File: config.mk
export PLATFORM = sky130hd
export DESIGN_NAME = branch_resolution_unit
export DESIGN_NICKNAME = d
export VERILOG_FILES = /design/src/rtl/branch_resolution_unit.sv
export SDC_FILE = /design/constraint.sdc
export NUM_CORES = 1
export LEC_CHECK = 0
export CAP_MARGIN = 15
export CORE_MARGIN = 10
export CORE_UTILIZATION = 47
export CTS_CLUSTER_SIZE = 14
export DETAILED_ROUTE_END_ITERATION = 10
export GPL_TIMING_DRIVEN = 0
export HOLD_SLACK_MARGIN = 0.03
export PLACE_DENSITY = 0.77
export SYNTH_ARGS = -nofsm -noshare
export SYNTH_HDL_FRONTEND = slang
export SYNTH_SLANG_ARGS = --single-unit
File: constraint.sdc
create_clock -name clk -period 25.8 [get_ports clk]
set_input_delay 6.45 -clock clk [delete_from_list [all_inputs] [get_ports clk]]
set_output_delay 6.45 -clock clk [all_outputs]
set_load 0.01 [all_outputs]
File: src/rtl/branch_resolution_unit.sv
// branch_resolution_unit
// Holds the predictions decode has issued for in-flight branches in a small
// FIFO and compares the oldest one with the outcome reported by the memory
// stage. It drives the predictor update strobe, taken flag and address. On a
// misprediction it raises a one-cycle flush with the corrected fetch PC.
// Optional feature macro: BRANCH_STATS_EN adds saturating resolved-branch and
// misprediction counters. Without it the stat ports read zero and no counter
// flops exist.
module branch_resolution_unit #(
    parameter int DEPTH = 4
) (
    input  logic        clk,
    input  logic        reset,
    input  logic        pred_valid,
    input  logic        pred_taken,
    input  logic [31:0] pred_pc,
    input  logic [31:0] pred_target,
    input  logic        res_valid,
    input  logic        res_taken,
    output logic        update_valid,
    output logic        update_taken,
    output logic [31:0] update_addr,
    output logic        mispredict,
    output logic [31:0] redirect_pc,
    output logic        queue_full,
    output logic        queue_empty,
    output logic [31:0] stat_branches,
    output logic [31:0] stat_mispredicts
);

    localparam int PTR_W = (DEPTH > 1) ? $clog2(DEPTH) : 1;
    localparam int CNT_W = PTR_W + 1;
    localparam logic [CNT_W-1:0] FULL_CNT = CNT_W'(DEPTH);

    typedef struct packed {
        logic [31:0] pc;
        logic [31:0] target;
        logic        pred;
    } entry_t;

    typedef enum logic [0:0] {
        ST_NORMAL = 1'b0,
        ST_FLUSH  = 1'b1
    } state_t;

    state_t           r_state;
    entry_t           r_mem [DEPTH];
    logic [PTR_W-1:0] r_rd_ptr;
    logic [PTR_W-1:0] r_wr_ptr;
    logic [CNT_W-1:0] r_count;

    logic             w_full;
    logic             w_empty;
    logic             w_normal;
    logic             w_push;
    logic             w_pop;
    logic             w_mispred;
    entry_t           w_head;
    entry_t           w_new;
    logic [31:0]      w_redirect;

    // Occupancy flags come straight from the pre-edge count.
    assign w_full      = (r_count == FULL_CNT);
    assign w_empty     = (r_count == {CNT_W{1'b0}});
    assign queue_full  = w_full;
    assign queue_empty = w_empty;

    // Both request kinds are ignored while a flush is in progress.
    assign w_normal   = (r_state == ST_NORMAL);
    assign w_push     = pred_valid & ~w_full & w_normal;
    assign w_pop      = res_valid & ~w_empty & w_normal;
    assign w_head     = r_mem[r_rd_ptr];
    assign w_mispred  = w_pop & (res_taken != w_head.pred);
    assign w_redirect = res_taken ? w_head.target : (w_head.pc + 32'd4);

    assign w_new.pc     = pred_pc;
    assign w_new.target = pred_target;
    assign w_new.pred   = pred_taken;

    // Control FSM, FIFO storage/pointers and the registered predictor/flush outputs.
    always_ff @(posedge clk) begin
        if (reset) begin
            r_state      <= ST_NORMAL;
            r_rd_ptr     <= {PTR_W{1'b0}};
            r_wr_ptr     <= {PTR_W{1'b0}};
            r_count      <= {CNT_W{1'b0}};
            update_valid <= 1'b0;
            update_taken <= 1'b0;
            update_addr  <= 32'h0;
            mispredict   <= 1'b0;
            redirect_pc  <= 32'h0;
            for (int i = 0; i < DEPTH; i++) begin
                r_mem[i] <= '0;
            end
        end else begin
            // Strobes last one cycle. The address and redirect PC keep the
            // result of the most recent resolution.
            update_valid <= w_pop;
            mispredict   <= w_mispred;
            if (w_pop) begin
                update_taken <= res_taken;
                update_addr  <= w_head.pc;
                redirect_pc  <= w_redirect;
            end
            case (r_state)
                ST_NORMAL: begin
                    if (w_mispred) begin
                        // Younger entries and any same-cycle push are wrong-path.
                        r_state  <= ST_FLUSH;
                        r_rd_ptr <= {PTR_W{1'b0}};
                        r_wr_ptr <= {PTR_W{1'b0}};
                        r_count  <= {CNT_W{1'b0}};
                    end else begin
                        if (w_push) begin
                            r_mem[r_wr_ptr] <= w_new;
                            r_wr_ptr        <= r_wr_ptr + PTR_W'(1);
                        end
                        if (w_pop) begin
                            r_rd_ptr <= r_rd_ptr + PTR_W'(1);
                        end
                        case ({w_push, w_pop})
                            2'b10:   r_count <= r_count + CNT_W'(1);
                            2'b01:   r_count <= r_count - CNT_W'(1);
                            default: r_count <= r_count;
                        endcase
                    end
                end
                ST_FLUSH: begin
                    r_state <= ST_NORMAL;
                end
                default: begin
                    r_state <= ST_NORMAL;
                end
            endcase
        end
    end

`ifdef BRANCH_STATS_EN
    logic [31:0] r_stat_branches;
    logic [31:0] r_stat_mispredicts;

    // Saturating counters of resolved branches and mispredictions.
    always_ff @(posedge clk) begin
        if (reset) begin
            r_stat_branches    <= 32'h0;
            r_stat_mispredicts <= 32'h0;
        end else begin
            if (w_pop && (r_stat_branches != 32'hFFFF_FFFF)) begin
                r_stat_branches <= r_stat_branches + 32'd1;
            end
            if (w_mispred && (r_stat_mispredicts != 32'hFFFF_FFFF)) begin
                r_stat_mispredicts <= r_stat_mispredicts + 32'd1;
            end
        end
    end

    assign stat_branches    = r_stat_branches;
    assign stat_mispredicts = r_stat_mispredicts;
`else
    assign stat_branches    = 32'h0;
    assign stat_mispredicts = 32'h0;
`endif

endmodule

==> key figures, run 1 <==
Power
  • Max VDD drop: 0.0590 mV
  • Static Leakage: 6.98 nW
  • Power, Total: 1.76 mW
  • Power Density: just over 90 nW/um^2

Detailed routing
  • Routed vias: 9916
  • Final wirelength: ~40000 um
  • WL/cell: 21.6 um
  • Vias per Instance: roughly 5.3
  • Antenna-violating nets left: 0
  • DRT iter0 DRCs: 904
  • Drt first pass iters: 5
  • DRC violations left: 0

CTS
  • Skew-Pair Late Insertion Delay: 0.53 ns
  • TritonCTS buffer count: 35
  • CTS tree: done
  • CTS max path bufs: 3
  • Post-CTS setup buffers: 0
  • H-tree depth: 2
  • Cts hold-fix bufs: 0
  • Clk sinks: 337
  • Root buf cell: clkbuf_16
  • Clock-pin slew on the worst setup and hold paths: 0.06 ns
  • Resize count post-CTS: 0

Floorplanning
  • Chip width: 200 um
  • Die ar.: 40100 sq um
  • I/O pin cnt: 203
  • Die height: between 200 and 250 um
  • Initial Utilization: 48.1%
  • Core area: 31800 sq um
  • Core Rows: 65

Logic synthesis
  • Async SR Flop Fraction: 0%
  • Synth area leader: edfxtp_1
  • Register bit total from synthesis: 337
  • Post-synth cell types: 58
  • Mapped Area: approximately 15000 sq um
  • Post-Synthesis Cells: 1148
  • Yosys warns: 0
  • Synth top area cells: edfxtp_1 51%, and2_1 11%, dfxtp_1 10%
  • Number of flops mapped to enable cells by yosys: 260
  • Top_reg_cell synth: edfxtp_1
  • Mean area per synthesized cell: roughly 13 sq um
  • Yosys top cell area share: between 50% and 60%
  • Register area share after synthesis: 61.2%

Worst setup path
  • Family with the most delay on the worst path: buffers and inverters
  • CP required: 26.18 ns
  • Critical path, cell by cell: clkdlybuf4s50_1 -> o31ai_1 -> or2_0 -> buf_2 -> or2_1 -> buf_2 -> nand2_2 -> nor3_1 -> clkbuf_1 -> clkbuf_1 -> and2_1
  • Crit-path max cell delay: around 0.63 ns
  • CP Data Arrival Time: ~9.6 ns
  • CP max FO: 10
  • Worst path bufs/invs: 5
  • Critical path type: input pin to flop
  • CP max-delay cell: clkbuf_1
  • CP Launch Type: input pin
  • Crit end category: flop

Outcome
  • Status: complete, no violations

STA
  • Unrepaired setup endpoints after global routing: no
  • Max frequency: 0.108 GHz
  • Hold Violations, Final: 0
  • Setup TNS: 0 ns
  • Period utilisation layout: 35.9%
  • Setup violations, final: 0
  • Least-Margin Pin Slew: 0.975 ns
  • Max-Slew Margin vs Limit: 35.0%
  • Max Clock Skew: 0.0228 ns
  • Slew Viols, Final: 0
  • Period minus WS final: 9.25 ns

Placed design
  • Gpl congestion: 0.854
  • Placed cells: 1794
  • Placed inst area: 17700 sq um
  • Port Buffer Count: ~140
  • DP Wirelength: slightly below 30000 um

Finish
  • Layout Utilization: 59.3%
  • Finished Layout Cells: 1860
  • Fraction of layout cells with a size suffix above 1: 15.5%
  • Post-route cell area: 18900 sq um
  • P&R area growth vs syn: 23.4%
  • Fin nets: roughly 1500

GRT
  • GRT met2 Usage: 33.2%
  • Gr usage total: 19.6%
  • Routing usage on met1: 24.0%
  • First-pass GRT wire length: 61100 um
  • Initial antenna violation count: 6
  • GRT Max-Usage Layer: met2
  • Vias in the first global route: 10142
  • Met3 Use GR: 5.17%
  • Largest net degree at the start of global routing: 39
  • Congestion Overflow GR: 0

Hold path
  • Hold/Removal Path Class: flop to flop

Flow run
  • Max cap viols: 0
-- cell usage after synthesis, types with 3 or more instances --
library cell  instances
a211oi_1              9
nand2_1             102
and2_1              260
mux4_1                6
o31ai_1               3
buf_1                 6
xnor2_1              12
a311oi_1              4
dfxtp_1              77
o22ai_1               3
nand3_1              15
xor2_1               21
o211ai_1              3
a211oi_2              3
or3_1                 9
a31oi_1               4
nand4_1              11
o21ai_0              14
inv_1                 5
o32ai_1               6
a21oi_1              51
and3_1                9
buf_4                70
buf_2                 7
mux4_2               59
buf_6                 4
clkbuf_1             47
nor3_1                8
edfxtp_1            260
nor2_1               28
-- report_power, final --
group / total (mW) / switching [mW] / internal [mW]
sequential: 0.746 / 0.0455 / 0.701
combinational: 0.519 / 0.289 / 0.230
clock: 0.498 / 0.205 / 0.293
total: 1.76 / 0.539 / 1.22
-- final cells by class --
cell class | instances | area [sq um]
repair buffers | 148 | 1630
inverters | 5 | 18.8
clock buffers | 46 | 960
diodes | 3 | 7.51
multi-input cells | 731 | 5340
flip-flops and latches | 337 | 9350
well taps | 435 | 544
plain buffers | 138 | 846
clock inverters | 17 | 160
fillers | 2484 | 12900
-- sequential cells by signal, summed over array words and instances (netlist names), named ones only --
name	count
r_count	3
mispredict	1
update_addr	32
r_mem	260
update_taken	1
update_valid	1
redirect_pc	32
r_wr_ptr	2
r_rd_ptr	2
r_state	1
-- worst register-to-register path, cell delays in order, from the launching register on --
cell and delay, ns:
dfxtp_1 0.37, o31ai_1 0.49, or2_0 0.18, buf_2 0.23, or2_1 0.14, buf_2 0.20, nand2_2 0.17, nor3_1 0.33
clkbuf_1 0.63, clkbuf_1 0.47, and2_1 0.22
-- cell usage in the layout, fill, tap and decap left out, types with 7 or more instances in the layout --
cell type        Yosys  final
clkbuf_1            47     56
xnor2_1             12     12
nand3_1             15     15
a211oi_1             9      9
clkbuf_16            0     37
edfxtp_1           260    260
and2_1             260    260
mux4_2              59     59
buf_4               70     70
dfxtp_1             77     77
nor2_1              28     28
nand2_1            102    102
nor3_1               8      8
nand4_1             11     11
buf_2                7      7
xor2_1              21     21
clkdlybuf4s50_1      0    137
o21ai_0             14     12
or3_1                9      9
and3_1               9      9
conb_1               1     64
a21oi_1             51     51
clkinv_2             0     11
-- kinds of logic after synthesis --
| kind of cell | after synthesis | share of synthesized area [%] |
|---|---|---|
| flip-flops | 337 | 61.2 |
| AND/OR/NAND/NOR | 460 | 16.9 |
| AO/OA/AOI/OAI | 105 | 4.26 |
| XOR/XNOR | 33 | 1.89 |
| other | 1 | 0.0245 |
| multiplexers | 67 | 9.87 |
| buffers and inverters | 143 | 5.66 |
| adder cells (fa/ha/maj) | 2 | 0.213 |
-- routing by layer --
| layer | share of wire, % | routed length [um] | vias to the layer above |
|---|---|---|---|
| met2 | 50 | 19900 | 468 |
| met1 | 38 | 15400 | 4857 |
| met5 | 0.10 | 41 | - |
| met3 | 8.9 | 3560 | 91 |
| met4 | 2.9 | 1150 | 6 |
| li1 | - | - | 4494 |
-- path summary, 6_finish.rpt --
kind	from	to	slack, ns	cells past startpoint
worst max-delay path	res_valid	r_mem[2][17]	16.55	11
worst min-delay path	update_addr[0]	update_addr[0]	0.45	2
worst max register to register	r_count[0]	r_mem[2][17]	22.23	10
worst min register to register	update_addr[0]	update_addr[0]	0.45	2
-- metrics by stage --
stage | hold WS [ns] | setup WS, ns
finish | 0.454 | 16.55
global route | 0.477 | 16.39
CTS | 0.457 | 16.58
detailed placement | 0.448 | 16.06
global placement | 0.447 | 8.80
floorplan | 0.476 | 13.18
Note: power is estimated with default switching activity, not from simulation.
==> inputs of run 2 (changes only) <==
Clock period 25.8 ns to 8.6 ns, I/O delays scaled along.
==> results of run 2 <==
The final DEF is identical to that of run 1. Status: complete, no violations.
Main changes from that run: setup slack after placement 16.06 ns -> 3.16 ns; setup slack after layout 16.55 ns -> 3.65 ns; register-to-register setup slack 22.23 ns -> 5.03 ns; total power 1.76 mW -> 5.29 mW; worst IR drop on VDD 0.0590 mV -> 0.177 mV
==> inputs of run 3 (changes only) <==
Settings changed: PLACE_DENSITY 0.77 to 0.8.
Clock period 8.6 ns to 4.4 ns, I/O delays scaled along.
==> run 3 against run 2 <==
Against the previous run: non-clock buffer count shrank 2; clock-buffer cell count grew 4; largest cell class unchanged; critical path depth is the same; global-route usage shrank 0.19 points; clock skew shrank 0.0034 ns; largest power group unchanged; setup slack lost 3.0 ns.
==> key figures, run 3 (same netlist as run 1, synthesis figures left out) <==
Finish
  • Max FFs per register: 260 (unchanged)
  • Post-route cell area: 18800 sq um (-0.41%)
  • Fraction of layout cells with a size suffix above 1: 15.1% (-0.38 points)
  • P&R area growth vs syn: 22.9%
  • Largest registers: r_mem (260), redirect_pc (32), update_addr (32)
  • Top reg by flops: r_mem
  • Fillcell total: 2457 (-1.1%)
  • Commonest non-fill, non-tap cells in the layout: 260 x and2_1, 260 x edfxtp_1, 137 x clkdlybuf4s50_1, 102 x nand2_1, 77 x dfxtp_1
  • Finished Layout Cells: 1856 (-0.22%)
  • Fin nets: 1466 (-0.14%)

Worst setup path
  • CP Launch Type: input pin
  • Critical path type: input pin to flop
  • CP max FO: 10 (unchanged)
  • Levels on crit path: 11 (unchanged)
  • Critical path, cell by cell: clkdlybuf4s50_1 -> o31ai_1 -> or2_0 -> buf_2 -> or2_1 -> buf_2 -> nand2_2 -> nor3_1 -> clkbuf_1 -> clkbuf_1 -> and2_1
  • Worst path bufs/invs: 5 (unchanged)
  • Family with the most delay on the worst path: buffers and inverters
  • Path depth of the worst reg2reg path: 10 (unchanged)
  • Crit-path max cell delay: 0.54 ns (-0.09 ns)
  • CP required: 4.77 ns
  • Crit end category: flop
  • CP max-delay cell: clkbuf_1
  • CP Data Arrival Time: 4.07 ns

STA
  • Hold Violations, Final: 0 (unchanged)
  • Max Clock Skew: 0.0194 ns (-0.00338 ns)
  • Least-Margin Pin Slew: 0.982 ns (+0.00742 ns)
  • Period minus WS final: 3.70 ns
  • Period utilisation layout: between 80% and 90%
  • Unrepaired setup endpoints after global routing: no
  • Max-Slew Margin vs Limit: 34.3% (-0.74 points)
  • Max frequency: 0.270 GHz
  • Setup violations, final: 0 (unchanged)
  • Slew Viols, Final: 0 (unchanged)

Placed design
  • Port Buffer Count: 137 (unchanged)
  • Placed inst area: 17700 sq um (-0.24%)
  • Gpl congestion: 0.857 (+0.27%)
  • DP Wirelength: 28600 um (-1.5%)
  • Placed cells: 1792 (-0.11%)

CTS
  • Cts hold-fix bufs: 0 (unchanged)
  • H-tree depth: 2 (unchanged)
  • Skew-Pair Late Insertion Delay: 0.52 ns (about the same)
  • Clock-pin slew on the worst setup and hold paths: 0.06 ns (about the same)
  • CTS max path bufs: 3 (unchanged)
  • Resize count post-CTS: 0 (unchanged)
  • TritonCTS buffer count: 35 (unchanged)
  • Root buf cell: clkbuf_16
  • CTS tree: done
  • Clk sinks: 337 (unchanged)
  • Post-CTS setup buffers: 0 (unchanged)

Floorplanning
  • Core Rows: 65 (unchanged)
  • Chip width: 200 um (unchanged)
  • Die ar.: 40100 sq um (unchanged)
  • I/O pin cnt: 203 (unchanged)
  • Core area: 31800 sq um (unchanged)
  • Initial Utilization: 48.1% (unchanged)
  • Die height: 200 um (unchanged)

Detailed routing
  • WL/cell: 21.4 um (-0.58%)
  • Drt first pass iters: 5 (unchanged)
  • DRC violations left: 0 (unchanged)
  • Final wirelength: 39800 um (-0.80%)
  • Vias per Instance: 5.32 (-0.20%)
  • Routed vias: 9875 (-0.41%)
  • DRT iter0 DRCs: 838 (-7.3%)
  • Antenna-violating nets left: 0 (unchanged)

GRT
  • Gr usage total: 19.4% (-0.19 points)
  • Largest net degree at the start of global routing: 54 (+38%)
  • Congestion Overflow GR: 0 (unchanged)
  • Initial antenna violation count: 7 (+1)
  • First-pass GRT wire length: 60900 um (-0.23%)
  • Vias in the first global route: 10043 (-0.98%)

Hold path
  • Hold Crit Depth: 2 (unchanged)
  • Hold/Removal Path Class: flop to flop

Power
  • Static Leakage: 6.94 nW (-0.53%)
  • Max VDD drop: 0.266 mV
  • Power Density: 544 nW/um^2

Flow run
  • Max cap viols: 0 (unchanged)

Outcome
  • Status: complete, no violations
run 3: cell types whose count changed in the layout (fill, tap and decap cells not counted):
cell and delta:
buf_16 -1, buf_8 -1, bufinv_16 -3, clkbuf_1 -1
clkbuf_16 +1, clkbuf_8 +4, clkinv_1 +3, clkinv_2 -5
clkinvlp_4 -1
run 3: layout make-up:
class | instances | area, sq um | area share (%)
Clock buffer | 50 | 1040 | 5.52
Inverter | 5 | 18.8 | 0.100
Antenna cell | 3 | 7.51 | 0.0400
Buffer | 138 | 846 | 4.50
Timing Repair Buffer | 146 | 1580 | 8.44
Sequential cell | 337 | 9350 | 49.8
Clock inverter | 11 | 48.8 | 0.260
Tap cell | 435 | 544 | 2.90
Multi-Input combinational cell | 731 | 5340 | 28.4
run 3: layer usage:
layer  track usage (%)  up-vias  part of all wire (%)
met3              4.87       82                   9.3
met2              33.3      482                    51
met1              23.5     4801                    37
met5                 0        -                  0.15
met4              6.28        8                   2.6
li1                  -     4502                     -
run 3: path summary, 6_finish.rpt:
kind	start	end	slack [ns]
setup / recovery	res_valid	r_mem[2][17]	0.70
hold / removal	redirect_pc[8]	redirect_pc[8]	0.45
setup reg to reg	r_count[0]	r_mem[2][17]	1.02
hold reg to reg	redirect_pc[8]	redirect_pc[8]	0.45
run 3: worst reg2reg max path: stages (launching register included):
cell	delay, ns
dfxtp_1	0.37
o31ai_1	0.48
or2_0	0.17
buf_2	0.22
or2_1	0.13
buf_2	0.19
nand2_2	0.17
nor3_1	0.26
clkbuf_1	0.54
clkbuf_1	0.50
and2_1	0.22
run 3: metrics by stage:
stage	hold WS [ns]	util (%)	total power, mW	setup WS [ns]	TNS (ns)
5_1_grt	0.480	59.0	10.6	0.482	0
3_5_place_dp	0.446	55.6	7.44	0.193	0
4_1_cts	0.454	59.0	10.2	0.706	0
6_report	0.454	59.0	10.2	0.696	0
3_3_place_gp	0.448	54.8	7.31	-3.69	-741.29
2_1_floorplan	0.476	-	6.17	-0.895	-170.34
run 3: power breakdown:
part	switching [mW]	internal, mW	leakage [nW]
combinational	1.68	1.35	3.06
sequential	0.262	4.11	3.34
clock	1.18	1.63	0.538
